===== src/rtl/step_seq_pkg.sv =====
// Shared types and helpers for the step-pattern sequencer.
package step_seq_pkg;

   // Sequencer states: IDLE holds outputs, RUN steps through the table.
   typedef enum logic {
      IDLE = 1'b0,
      RUN  = 1'b1
   } state_t;

   // Ceiling log2, used to size table indices from DEPTH.
   function automatic int clog2(input int n);
      int r;
      r = 0;
      while ((1 << r) < n) r++;
      return r;
   endfunction

endpackage


===== src/rtl/step_pattern_seq_if.sv =====
// Control, table-write and output bundle of the step-pattern sequencer.
import step_seq_pkg::*;

interface step_pattern_seq_if #(
   parameter int NCH   = 4,
   parameter int W     = 3,
   parameter int DEPTH = 8,
   parameter int DIV_W = 8
);
   localparam int AW = clog2(DEPTH);

   logic             start;
   logic             stop;
   logic             en;
   logic             dir;
   logic             oneshot;
   logic [DIV_W-1:0] div;
   logic [AW-1:0]    last_idx;
   logic             wr_en;
   logic [AW-1:0]    wr_addr;
   logic [NCH*W-1:0] wr_val;
   logic [NCH-1:0]   wr_mask;
   logic [NCH*W-1:0] dout;
   logic [AW-1:0]    step_idx;
   logic             step_pulse;
   logic             wrap;
   logic             busy;

   modport master (
      output start, stop, en, dir, oneshot, div, last_idx,
      output wr_en, wr_addr, wr_val, wr_mask,
      input  dout, step_idx, step_pulse, wrap, busy
   );

   modport slave (
      input  start, stop, en, dir, oneshot, div, last_idx,
      input  wr_en, wr_addr, wr_val, wr_mask,
      output dout, step_idx, step_pulse, wrap, busy
   );
endinterface


===== src/rtl/step_prescaler.sv =====
// Step-rate prescaler: one tick every div+1 enabled cycles while running.
module step_prescaler #(
   parameter int DIV_W = 8
) (
   input  logic             ck,
   input  logic             reset,
   input  logic             run,
   input  logic             en,
   input  logic             clr,
   input  logic [DIV_W-1:0] div,
   output logic             tick
);
   logic [DIV_W-1:0] count_reg;

   // >= rather than == so a divisor lowered below the count still ticks once and clears.
   assign tick = run & en & ~clr & (count_reg >= div);

   // Count enabled cycles; a (re)start clears the phase, en=0 freezes it.
   always_ff @(posedge ck or negedge reset) begin
      if (!reset)
         count_reg <= '0;
      else if (clr)
         count_reg <= '0;
      else if (run && en)
         count_reg <= (count_reg >= div) ? '0 : count_reg + DIV_W'(1);
   end
endmodule


===== src/rtl/step_pattern_seq.sv =====
// Multi-channel step-pattern sequencer: plays a masked value table at a prescaled rate.
import step_seq_pkg::*;

module step_pattern_seq #(
   parameter int               NCH   = 4,
   parameter int               W     = 3,
   parameter int               DEPTH = 8,
   parameter int               DIV_W = 8,
   parameter logic [NCH*W-1:0] INIT  = 12'h1B0
) (
   input logic               ck,
   input logic               reset,
   step_pattern_seq_if.slave bus
);
   localparam int AW = clog2(DEPTH);

   typedef struct packed {
      logic [NCH*W-1:0] val;
      logic [NCH-1:0]   mask;
   } entry_t;

   entry_t           tbl_mem [DEPTH];
   entry_t           cur;
   state_t           state_reg;
   logic [NCH*W-1:0] dout_reg;
   logic [NCH*W-1:0] applied;
   logic [AW-1:0]    step_idx_reg;
   logic [AW-1:0]    last_eff;
   logic [AW-1:0]    next_idx;
   logic             step_pulse_reg;
   logic             wrap_reg;
   logic             tick;
   logic             wrap_now;
   logic             final_now;
   logic             wr_ok;

   // Out-of-range last_idx clamps to the final table entry; out-of-range writes are dropped.
   assign last_eff = ({1'b0, bus.last_idx} >= (AW+1)'(DEPTH)) ? AW'(DEPTH - 1) : bus.last_idx;
   assign wr_ok    = ({1'b0, bus.wr_addr} < (AW+1)'(DEPTH));

   // Read is combinational, so a write landing on the ticking entry still applies the old entry.
   assign cur = tbl_mem[step_idx_reg];

   // Table store; writable in any state, cleared by reset.
   always_ff @(posedge ck or negedge reset) begin
      if (!reset) begin
         for (int i = 0; i < DEPTH; i++) tbl_mem[i] <= '0;
      end else if (bus.wr_en && wr_ok) begin
         tbl_mem[bus.wr_addr] <= '{val: bus.wr_val, mask: bus.wr_mask};
      end
   end

   // Per-channel merge: masked channels load the entry value, the rest keep their output.
   for (genvar gi = 0; gi < NCH; gi++) begin : g_ch
      assign applied[gi*W +: W] = cur.mask[gi] ? cur.val[gi*W +: W] : dout_reg[gi*W +: W];
   end

   // Index advance and end-of-pass detection for the current direction.
   always_comb begin
      wrap_now  = 1'b0;
      final_now = 1'b0;
      next_idx  = step_idx_reg;
      if (bus.dir) begin
         wrap_now  = (step_idx_reg == '0) || (step_idx_reg > last_eff);
         final_now = (step_idx_reg == '0);
         next_idx  = wrap_now ? last_eff : step_idx_reg - AW'(1);
      end else begin
         wrap_now  = (step_idx_reg >= last_eff);
         final_now = wrap_now;
         next_idx  = wrap_now ? '0 : step_idx_reg + AW'(1);
      end
   end

   step_prescaler #(.DIV_W(DIV_W)) u_prescaler (
      .ck    (ck),
      .reset (reset),
      .run   (state_reg == RUN),
      .en    (bus.en),
      .clr   (bus.start),
      .div   (bus.div),
      .tick  (tick)
   );

   // Control FSM: stop beats start, start beats a pending tick, ticks apply one entry.
   always_ff @(posedge ck or negedge reset) begin
      if (!reset) begin
         state_reg      <= IDLE;
         dout_reg       <= INIT;
         step_idx_reg   <= '0;
         step_pulse_reg <= 1'b0;
         wrap_reg       <= 1'b0;
      end else begin
         step_pulse_reg <= 1'b0;
         wrap_reg       <= 1'b0;
         if (bus.stop) begin
            state_reg <= IDLE;
         end else if (bus.start) begin
            state_reg    <= RUN;
            step_idx_reg <= bus.dir ? last_eff : '0;
         end else if (tick) begin
            dout_reg       <= applied;
            step_idx_reg   <= next_idx;
            step_pulse_reg <= 1'b1;
            wrap_reg       <= wrap_now;
            if (bus.oneshot && final_now) state_reg <= IDLE;
         end
      end
   end

   assign bus.dout       = dout_reg;
   assign bus.step_idx   = step_idx_reg;
   assign bus.step_pulse = step_pulse_reg;
   assign bus.wrap       = wrap_reg;
   assign bus.busy       = (state_reg == RUN);
endmodule


===== src/flat_wrapper.sv =====
// flat-port wrapper written by rule: the top's interface ports become plain ports
module step_pattern_seq_flat 
#(
   parameter int               NCH   = 4,
   parameter int               W     = 3,
   parameter int               DEPTH = 8,
   parameter int               DIV_W = 8,
   parameter logic [NCH*W-1:0] INIT  = 12'h1B0
)
  (ck, reset, bus_start, bus_stop, bus_en, bus_dir, bus_oneshot, bus_div, bus_last_idx, bus_wr_en, bus_wr_addr, bus_wr_val, bus_wr_mask, bus_dout, bus_step_idx, bus_step_pulse, bus_wrap, bus_busy);
  step_pattern_seq_if #(.NCH(NCH), .W(W), .DEPTH(DEPTH), .DIV_W(DIV_W)) bus_i ();
  input logic ck;
  input logic reset;
  input wire logic [$bits(bus_i.start)-1:0] bus_start;
  input wire logic [$bits(bus_i.stop)-1:0] bus_stop;
  input wire logic [$bits(bus_i.en)-1:0] bus_en;
  input wire logic [$bits(bus_i.dir)-1:0] bus_dir;
  input wire logic [$bits(bus_i.oneshot)-1:0] bus_oneshot;
  input wire logic [$bits(bus_i.div)-1:0] bus_div;
  input wire logic [$bits(bus_i.last_idx)-1:0] bus_last_idx;
  input wire logic [$bits(bus_i.wr_en)-1:0] bus_wr_en;
  input wire logic [$bits(bus_i.wr_addr)-1:0] bus_wr_addr;
  input wire logic [$bits(bus_i.wr_val)-1:0] bus_wr_val;
  input wire logic [$bits(bus_i.wr_mask)-1:0] bus_wr_mask;
  output wire logic [$bits(bus_i.dout)-1:0] bus_dout;
  output wire logic [$bits(bus_i.step_idx)-1:0] bus_step_idx;
  output wire logic [$bits(bus_i.step_pulse)-1:0] bus_step_pulse;
  output wire logic [$bits(bus_i.wrap)-1:0] bus_wrap;
  output wire logic [$bits(bus_i.busy)-1:0] bus_busy;
  assign bus_i.start = bus_start;
  assign bus_i.stop = bus_stop;
  assign bus_i.en = bus_en;
  assign bus_i.dir = bus_dir;
  assign bus_i.oneshot = bus_oneshot;
  assign bus_i.div = bus_div;
  assign bus_i.last_idx = bus_last_idx;
  assign bus_i.wr_en = bus_wr_en;
  assign bus_i.wr_addr = bus_wr_addr;
  assign bus_i.wr_val = bus_wr_val;
  assign bus_i.wr_mask = bus_wr_mask;
  assign bus_dout = bus_i.dout;
  assign bus_step_idx = bus_i.step_idx;
  assign bus_step_pulse = bus_i.step_pulse;
  assign bus_wrap = bus_i.wrap;
  assign bus_busy = bus_i.busy;
  step_pattern_seq #(.NCH(NCH), .W(W), .DEPTH(DEPTH), .DIV_W(DIV_W), .INIT(INIT)) u_core (.ck(ck), .reset(reset), .bus(bus_i));
endmodule

===== config.mk =====
export PLATFORM = sky130hd
export DESIGN_NAME = step_pattern_seq_flat
export DESIGN_NICKNAME = d
export VERILOG_FILES = /design/src/rtl/step_seq_pkg.sv /design/src/rtl/step_pattern_seq_if.sv /design/src/rtl/step_prescaler.sv /design/src/rtl/step_pattern_seq.sv /design/src/flat_wrapper.sv
export SDC_FILE = /design/constraint.sdc
export NUM_CORES = 1
export LEC_CHECK = 0
export CAP_MARGIN = 20
export CORE_MARGIN = 4
export CORE_UTILIZATION = 40
export CTS_CLUSTER_SIZE = 25
export DETAILED_ROUTE_END_ITERATION = 8
export PLACE_DENSITY = 0.67
export SKIP_CTS_REPAIR_TIMING = 1
export SLEW_MARGIN = 5
export SYNTH_ARGS = -nofsm -noshare
export SYNTH_HDL_FRONTEND = slang
export SYNTH_SLANG_ARGS = --single-unit

===== constraint.sdc =====
create_clock -name ck -period 3.05 [get_ports ck]
set_clock_uncertainty 0.1 [all_clocks]
set_input_delay 0.915 -clock ck [delete_from_list [all_inputs] [get_ports ck]]
set_output_delay 0.915 -clock ck [all_outputs]
set_load 0.03 [all_outputs]

# Yosys cells after proc, flatten, opt, wreduce, memory -nomap -nowiden
# Cells that the tools add are included.
# totals
reg_bits	154
in_bits	38
# op_classes
n_bitwise	7
n_lt_le_gt_ge	6
n_reduce_logical	15
mux	27
n_addsub	3
# ops
operator	n
128-bit bitwise mux	1
16-bit binary-select mux with 3-bit select	1
16-bit demux with 3-bit select	1
16-bit two-way mux	3
8-bit two-way mux	3
3-bit two-way mux	6
4-bit AND reduction	4
1-bit two-way mux	12
8-bit by 1-bit adder with 8-bit output (second input constant)	1
4-bit greater-or-equal comparator (second input constant)	2
8-bit greater-or-equal comparator	1
3-bit NOT with 4-bit output	2
3-bit nonzero test	2
4-bit by 1-bit less-than comparator with 1-bit output (second input constant)	1
2-bit AND reduction	2
2-bit nonzero test	2
3-bit by 1-bit adder with 3-bit output (second input constant)	1
1-bit bitwise AND	3
3-bit greater-or-equal comparator	1
3-bit greater-than comparator	1
1-bit logical AND	3
3-bit zero test	1
3-bit by 1-bit subtractor with 3-bit output (second input constant)	1
1-bit NOT	2
1-bit logical OR	1

# Depth between registers and ports, before layout
# Gate-level depths: netlist (run 1).
# depth
ltp_word	7
ltp_mapped	10
depth_no_buf	7

# Hierarchy
# Synthesis (run 1) repeated with hierarchy kept, for this count alone.
# hier_totals
hier_cells	489
area_unflattened_um2	7345.8
# by_module_without_submodules
module	n_inst	cells_per_inst	area_each_um2
step_pattern_seq	1	416	6700.2
step_prescaler	1	73	645.6

# Least setup slack after synthesis (run 1)
# OpenSTA, ideal clock, no wires.
# synth_path
kind	input to register
startpoint	in bus_div[0]
endpoint	reg u_core.step_idx_reg[0] (netlist: u_core.bus.step_idx[0])
stages	7
path_buffers	1
setup_ps	128
arrival_time_ps	2551
slack_ps	271
path_cell_list	ha_1 -> nand2b_1 -> a2111o_1 -> a31o_1 -> buf_6 -> o21a_1 -> mux2_1
# synth_between
elab_chain_len	4
# synth_rtl
element	line	text
start: declaration	flat_wrapper.sv:19	input wire logic [$bits(bus_i.div)-1:0] bus_div;
8-bit greater-or-equal comparator	step_prescaler.sv:16	assign tick = run & en & ~clr & (count_reg >= div);
1-bit bitwise AND	step_prescaler.sv:16	
2-bit nonzero test (no line)	n/a	
2-bit AND reduction (no line)	n/a	
end signal: assignment	step_pattern_seq.sv:99	step_idx_reg <= bus.dir ? last_eff : '0;
end signal: assignment	step_pattern_seq.sv:102	step_idx_reg <= next_idx;
end: declaration	step_pattern_seq.sv:27	logic [AW-1:0] step_idx_reg;
# No other way between the ends.
# A chain may end at the register's enable or synchronous reset.

# Worst setup path after layout (run 1)
# Same ends and word-level chain as after synthesis.

==> impl_table.tex, run 1 <==
\begin{tabular}{lr}
\hline
Metric & Value \\
\hline
\multicolumn{2}{l}{\textbf{Clock network}} \\
Clock Root Buffer & clkbuf\_16 \\
Source-to-sink clock delay at the later pin of the worst-skew pair & 0.42 ns \\
Clock tree from TritonCTS & built \\
H-tree levels & 4 \\
Total CTS buffers & 17 \\
Clock transition at the register clock pins on the worst setup and hold paths after CTS & 0.06 ns \\
TritonCTS sink count & 154 \\
Maximum root-to-sink buffer count & 2 \\
\multicolumn{2}{l}{\textbf{Worst setup path}} \\
Critical Path Sink Type & register \\
Required time at the worst-slack endpoint & 3.25 ns \\
Highest fanout seen on the critical path & 6 \\
Cell Chain, Critical Path & clkdlybuf4s50\_1, ha\_1, nand2b\_1, a2111o\_1, a31o\_1, o21a\_1, mux2\_1 \\
Number of buffers and inverters on the critical path & 1 \\
Setup crit start kind & input port \\
Arrival @ worst endpoint & 3.10 ns \\
Critical Path Slowest Stage Cell & a2111o\_1 \\
Kind of cell with the highest combined delay on the critical path & compound AO/OA/AOI/OAI gates \\
Max stage delay on crit path & 0.43 ns \\
Worst setup path class & input port to register \\
\multicolumn{2}{l}{\textbf{Power}} \\
Sequential power share & 0.393 \\
Max IR drop VDD & 453.1 uV \\
Leakage & 3.856 nW \\
Cell Int Power & 4.941 mW \\
Sw Pwr & 1.835 mW \\
Switch share & 0.2708 \\
Combinational share of power & 0.288 \\
Power density normalized to cell area & 754.4 nW/um\^{}2 \\
Clock power share & 0.319 \\
\multicolumn{2}{l}{\textbf{GRT}} \\
First-pass GRT wire length & 26,270 microns \\
Via count of the first global-routing pass & 4,811 \\
Total congestion overflow & 0 \\
Overall routing resource usage & 0.1676 \\
Number of antenna violations at the first check in global routing & 0 \\
Pin count of the biggest net entering global routing & 61 \\
\multicolumn{2}{l}{\textbf{STA}} \\
Post-layout worst setup margin & 0.1450 ns \\
Final period demand of the worst path & 2.905 ns \\
Final Slew Violations & 0 \\
Setup repair after global routing missed its margin & no \\
Hold slack & 0.3716 ns \\
Achievable Freq & 344.2 MHz \\
Fin crit share & 0.9524 \\
Slew @ Worst Pin & 0.6050 ns \\
Worst slew margin relative to its limit & 0.5967 \\
Sum of negative setup slack & 0 ns \\
Final setup violating endpoints & 0 \\
Final Hold Viols & 0 \\
\multicolumn{2}{l}{\textbf{Synth}} \\
Portion of synthesized cell area occupied by the leading cell type & 0.5085 \\
Net count after synthesis & 540 \\
Summed instance area of the synthesized netlist & 7382 sq um \\
Number of register bits inferred by synthesis & 154 \\
Portion of the post-synthesis area used by sequential elements & 0.5227 \\
Most used flip-flop cell after synthesis & dfrtp\_1 \\
Number of distinct library cells after synthesis & 46 \\
Mean instance size in the synthesized netlist & 15.16 sq um \\
Leading area contributor after synthesis & dfrtp\_1 \\
Instance count of the mapped netlist & 487 \\
Post-synthesis async set-or-reset flop share & 1.000 \\
Biggest area contributors in the synthesized netlist & dfrtp\_1, mux2\_2, mux4\_2 \\
Most instantiated library cell after synthesis & mux2\_2 \\
Most numerous cell types in the synthesized netlist & mux2\_2, dfrtp\_1, mux4\_2 \\
Number of enable-type register cells in the synthesized netlist & 0 \\
Yosys warning count & 0 \\
\multicolumn{2}{l}{\textbf{Placement}} \\
GP Congestion & 0.8170 \\
Cell count after placement & 776 \\
IO Port Bufs & 55 \\
Post-detailed-placement half-perimeter wirelength & 10,400 microns \\
Pre-CTS setup slack & -0.2860 ns \\
\multicolumn{2}{l}{\textbf{Floorplanning}} \\
Floorplan row count & 49 \\
Die outline width & 143.9 microns \\
Die ar. & 20,690 sq um \\
Core Area & 18,090 sq um \\
Effective utilization at floorplan & 0.4082 \\
IO Pins & 56 \\
DIE HEIGHT & 143.9 microns \\
\multicolumn{2}{l}{\textbf{Run status}} \\
Status & completed \\
\multicolumn{2}{l}{\textbf{Routing}} \\
Number of DRC violations after detailed-routing iteration 0 & 217 \\
Detailed-route via count & 4,411 \\
Routed length per instance & 19.95 microns \\
Post-route DRC & 0 \\
Vias per cell & 5.459 \\
Routed wire length & 16,120 microns \\
Number of iterations in the first detailed-routing pass & 4 \\
Final ANT Viol Nets & 0 \\
\multicolumn{2}{l}{\textbf{Cells and area}} \\
NumNets Final & 619 \\
Max FFs per register & 128 \\
Final instance count without filler cells & 808 \\
Diode count & 0 \\
Fraction of layout instances using a drive strength above 1 & 0.4335 \\
Area delta synth->final & 21.66\% \\
Finished Core Util & 0.4966 \\
\multicolumn{2}{l}{\textbf{Job}} \\
Maxcap violations & 0 \\
\multicolumn{2}{l}{\textbf{Min path}} \\
Worst hold path type & input port to async pin \\
\hline
\end{tabular}
[metal layers]
metal  routed length, microns  up-vias  track usage
met2                     8175       81       0.2839
met3                      662       12      0.04093
met5                        0        -            0
li1                         -     1993            -
met1                     7143     2325       0.2139
met4                      139        0      0.05005
[cell type report]
class	instances	area, sq um
Fill cell	1488	9105
Sequential cell	154	3860
Multi-Input combinational cell	294	3307
Timing Repair Buffer	84	857.1
Clock buffer	21	470.5
Tap cell	229	286.5
Clock inverter	11	143.9
Inverter	15	56.30
[per-stage QoR]
step	area, sq um	power [mW]
6_report	8981	6.775
5_1_grt	8981	7.129
4_1_cts	8981	6.856
3_5_place_dp	8367	4.670
3_3_place_gp	8367	4.579
2_1_floorplan	7382	4.126
[logic make-up (layout without fill, tap and decap cells)]
group | Yosys count | after routing | share of synthesized area
AOI/OAI and AO/OA | 34 | 34 | 0.03407
adders and majority gates | 15 | 15 | 0.02542
xor gates and xnor gates | 2 | 2 | 0.002373
buffers and inverters | 39 | 131 | 0.02932
and+or+nand+nor | 51 | 51 | 0.03966
DFF | 154 | 154 | 0.5227
muxes | 192 | 192 | 0.3464
[placed cells by master (no fill, tap or decap), drive strengths merged, types with 3 or more instances in the layout]
cell             n
mux2           158
dfrtp          150
clkdlybuf4s50   54
mux4            32
buf             30
clkbuf          21
inv             15
ha              15
nor2            12
nand2            9
nand3            7
a21oi            6
o21ai            5
nand2b           5
a22o             5
clkinvlp         4
dfstp            4
clkinv           4
a21o             3
nand4b           3
a311oi           3
bufinv           3
nor3             3
[power by group through the flow]
| stage | Sequential, mW | Clock, mW | Combinational, mW |
|---|---|---|---|
| floorplan | 2.65 | 0 | 1.48 |
| global placement | 2.66 | 0 | 1.92 |
| detailed placement | 2.70 | 0 | 1.97 |
| CTS | 2.66 | 2.21 | 1.98 |
| global route | 2.71 | 2.30 | 2.12 |
| finish | 2.66 | 2.16 | 1.95 |
[worst register-to-register path: cells and delay by family, from the launching register on]
kind                   cells  cell delay, ns
AND/OR/NAND/NOR            1            0.16
flip-flops                 1            0.54
multiplexers               3            1.23
buffers and inverters      1            0.30
[path summary, 6_finish.rpt]
path / slack [ns] / endpoint / startpoint / cells after the start
setup / recovery: 0.15 / u_core.bus.step_idx[0] / bus_div[0] / 7
hold / removal: 0.37 / u_core.tbl_mem[4] / reset / 1
setup reg to reg: 0.62 / u_core.bus.dout[3] / u_core.bus.step_idx[0] / 5
hold reg to reg: 0.40 / u_core.tbl_mem[120] / u_core.tbl_mem[120] / 1
max in group asynchronous: 1.70 / u_core.bus.dout[8] / reset / 2
min in group ck: 0.40 / u_core.tbl_mem[120] / u_core.tbl_mem[120] / 1
Note: power is estimated with default switching activity, not from simulation.
==> run 2: changes to the inputs <==
- CORE_UTILIZATION: 40 -> 55
- PLACE_DENSITY: 0.67 -> 0.85
- SKIP_LAST_GASP: not set -> 1
==> impl_table.tex, run 2 (synthesis results as in run 1) <==
\begin{tabular}{lr}
\hline
Metric & Value \\
\hline
\multicolumn{2}{l}{\textbf{Clock network}} \\
H-tree levels & 4 (unchanged) \\
Source-to-sink clock delay at the later pin of the worst-skew pair & 0.43 ns (about the same) \\
Clock transition at the register clock pins on the worst setup and hold paths after CTS & 0.06 ns (about the same) \\
Clock Root Buffer & clkbuf\_16 \\
Maximum root-to-sink buffer count & 2 (unchanged) \\
Clock tree from TritonCTS & built \\
TritonCTS sink count & 154 (unchanged) \\
Total CTS buffers & 17 (unchanged) \\
\multicolumn{2}{l}{\textbf{Power}} \\
Power density normalized to cell area & 755.5 nW/um\^{}2 (+0.15\%) \\
Leakage & 3.813 nW (-1.1\%) \\
Cell Int Power & 4.825 mW (-2.3\%) \\
Switch share & 0.2768 (+0.006021) \\
Clock power share & 0.309 (-0.010) \\
Sequential power share & 0.403 (+0.010) \\
Combinational share of power & 0.288 (about the same) \\
Sw Pwr & 1.847 mW (+0.65\%) \\
Max IR drop VDD & 456.9 uV (+0.85\%) \\
\multicolumn{2}{l}{\textbf{Routing}} \\
Routed length per instance & 20.88 microns (+4.6\%) \\
Final ANT Viol Nets & 0 (unchanged) \\
Wl on met1 & 6586 microns (-7.8\%) \\
Routed wire length & 15,720 microns (-2.5\%) \\
Vias per cell & 5.948 (+9.0\%) \\
Top Metal Used & met4 \\
Detailed-route via count & 4,479 (+1.5\%) \\
Met3 wire len & 789 microns (+19\%) \\
Post-route DRC & 0 (unchanged) \\
Number of iterations in the first detailed-routing pass & 4 (unchanged) \\
Number of DRC violations after detailed-routing iteration 0 & 229 (+5.5\%) \\
Routed length on met2 & 8205 microns (+0.37\%) \\
\multicolumn{2}{l}{\textbf{Floorplanning}} \\
DIE HEIGHT & 123.9 microns (-14\%) \\
Floorplan row count & 42 (-14\%) \\
Effective utilization at floorplan & 0.5597 (+0.1515) \\
Die ar. & 15,340 sq um (-26\%) \\
Core Area & 13,190 sq um (-27\%) \\
IO Pins & 56 (unchanged) \\
Die outline width & 123.9 microns (-14\%) \\
\multicolumn{2}{l}{\textbf{Worst setup path}} \\
Reg-to-reg slack, setup & 0.58 ns (-0.04 ns) \\
Required time at the worst-slack endpoint & 3.27 ns (+0.02 ns) \\
Source of the worst register-to-register timing path & u\_core.bus.step\_idx[0] \\
Critical Path Sink Type & register \\
Number of cells on the worst reg-to-reg path & 5 (unchanged) \\
Critical Path Source & bus\_div[0] \\
Arrival @ worst endpoint & 3.13 ns (+0.03 ns) \\
End of the worst register-to-register path & u\_core.bus.dout[11] \\
Max stage delay on crit path & 0.42 ns (about the same) \\
Cell Chain, Critical Path & clkdlybuf4s50\_1, ha\_1, nand2b\_1, a2111o\_1, a31o\_1, nand3\_1, mux2\_2 \\
Worst setup path class & input port to register \\
Critical Path Slowest Stage Cell & clkdlybuf4s50\_1 \\
Setup crit start kind & input port \\
Highest fanout seen on the critical path & 6 (unchanged) \\
\multicolumn{2}{l}{\textbf{STA}} \\
Sum of negative setup slack & 0 ns (unchanged) \\
Slew @ Worst Pin & 0.5921 ns (-0.01287 ns) \\
Post-layout worst setup margin & 0.1338 ns (-0.01126 ns) \\
Fin crit share & 0.9561 (+0.003692) \\
Final period demand of the worst path & 2.916 ns (+0.01126 ns) \\
Achievable Freq & 342.9 MHz (-0.39\%) \\
Final Hold Viols & 0 (unchanged) \\
Final setup violating endpoints & 0 (unchanged) \\
Setup repair after global routing missed its margin & no \\
Final Slew Violations & 0 (unchanged) \\
Worst slew margin relative to its limit & 0.6053 (+0.008580) \\
\multicolumn{2}{l}{\textbf{GRT}} \\
Pin count of the biggest net entering global routing & 63 (+3.3\%) \\
Overall routing resource usage & 0.2252 (+0.05760) \\
Number of antenna violations at the first check in global routing & 0 (unchanged) \\
Total congestion overflow & 0 (unchanged) \\
Via count of the first global-routing pass & 5,023 (+4.4\%) \\
First-pass GRT wire length & 25,940 microns (-1.3\%) \\
\multicolumn{2}{l}{\textbf{Cells and area}} \\
Count of filler cells inserted in the layout & 888 (-40\%) \\
Area taken by flip-flops and latches & 3860 sq um (unchanged) \\
Commonest non-fill, non-tap cell in the layout & mux2\_2 \\
Diode count & 0 (unchanged) \\
Multi-input combinational cell area & 3307 sq um (unchanged) \\
Max FFs per register & 128 (unchanged) \\
Fraction of layout instances using a drive strength above 1 & 0.4298 (-0.003697) \\
Commonest non-fill, non-tap cells in the layout & mux2\_2, dfrtp\_1, clkdlybuf4s50\_1 \\
Area delta synth->final & 19.61\% \\
NumNets Final & 617 (-0.32\%) \\
\multicolumn{2}{l}{\textbf{Job}} \\
Maxcap violations & 0 (unchanged) \\
\multicolumn{2}{l}{\textbf{Placement}} \\
Post-detailed-placement half-perimeter wirelength & 10,150 microns (-2.4\%) \\
IO Port Bufs & 55 (unchanged) \\
Pre-CTS setup slack & -0.3223 ns (-0.03639 ns) \\
GP Congestion & 0.8204 (+0.42\%) \\
\multicolumn{2}{l}{\textbf{Run status}} \\
Status & completed \\
\multicolumn{2}{l}{\textbf{Min path}} \\
Worst hold path type & input port to async pin \\
\hline
\end{tabular}
## run 2: cell types whose count changed in the layout (fill, tap and decap cells not counted)
cell,previous run,this run
clkbuf_1,1,2
clkbuf_8,3,2
bufinv_16,3,2
buf_4,22,23
clkinvlp_4,4,5
buf_12,7,4
## run 2: final cells by class
class                           count  area share
Clock inverter                     11     0.01375
Clock buffer                       21     0.05215
Timing Repair Buffer               82     0.09112
Tap cell                          176     0.02494
Inverter                           15    0.006377
Multi-Input combinational cell    294      0.3745
Sequential cell                   154      0.4372
## run 2: power groups by stage
stage	registers [mW]	logic, mW	clock network [mW]
after floorplan	2.65	1.48	0
after global placement	2.67	1.86	0
after detailed placement	2.72	1.92	0
after CTS	2.69	1.94	2.10
after global routing	2.73	2.09	2.20
final	2.69	1.92	2.06
## run 2: metrics by stage
| step | hold slack (ns) | area, sq um | util | std cells | power, mW |
|---|---|---|---|---|---|
| global placement | 0.3786 | 8248 | 0.6253 | 721 | 4.533 |
| floorplan | 0.3704 | 7382 | - | 487 | 4.126 |
| detailed placement | 0.3884 | 8248 | 0.6253 | 721 | 4.641 |
| finish | 0.3788 | 8830 | 0.6694 | 753 | 6.671 |
| global route | 0.4065 | 8830 | 0.6694 | 753 | 7.018 |
| CTS | 0.3907 | 8830 | 0.6694 | 753 | 6.724 |
## run 2: worst max path at each step
| stage | to | slack, ns | depth (start not counted) |
|---|---|---|---|
| after global routing | u_core.bus.dout[3] | 0.09 | 7 |
| final | u_core.bus.dout[3] | 0.13 | 7 |
| after global placement | u_core.bus.step_idx[0] | -0.26 | 7 |
| after detailed placement | u_core.bus.dout[3] | -0.32 | 7 |
| after CTS | u_core.bus.dout[3] | 0.14 | 7 |
| after floorplan | u_core.bus.step_idx[0] | 0.27 | 7 |
## run 2: metal layers
| metal | GRT usage | vias to the layer above |
|---|---|---|
| met5 | 0 | - |
| met3 | 0.05631 | 15 |
| met4 | 0.08097 | 0 |
| li1 | - | 1986 |
| met2 | 0.3822 | 100 |
| met1 | 0.2813 | 2378 |
## run 2: worst max-delay path, delay by kind of cell
kind,cells,cell delay [ns]
buffers and inverters,1,0.42
muxes,1,0.36
and+or+nand+nor,2,0.38
adders and majority gates,1,0.30
AOI/OAI and AO/OA,2,0.76
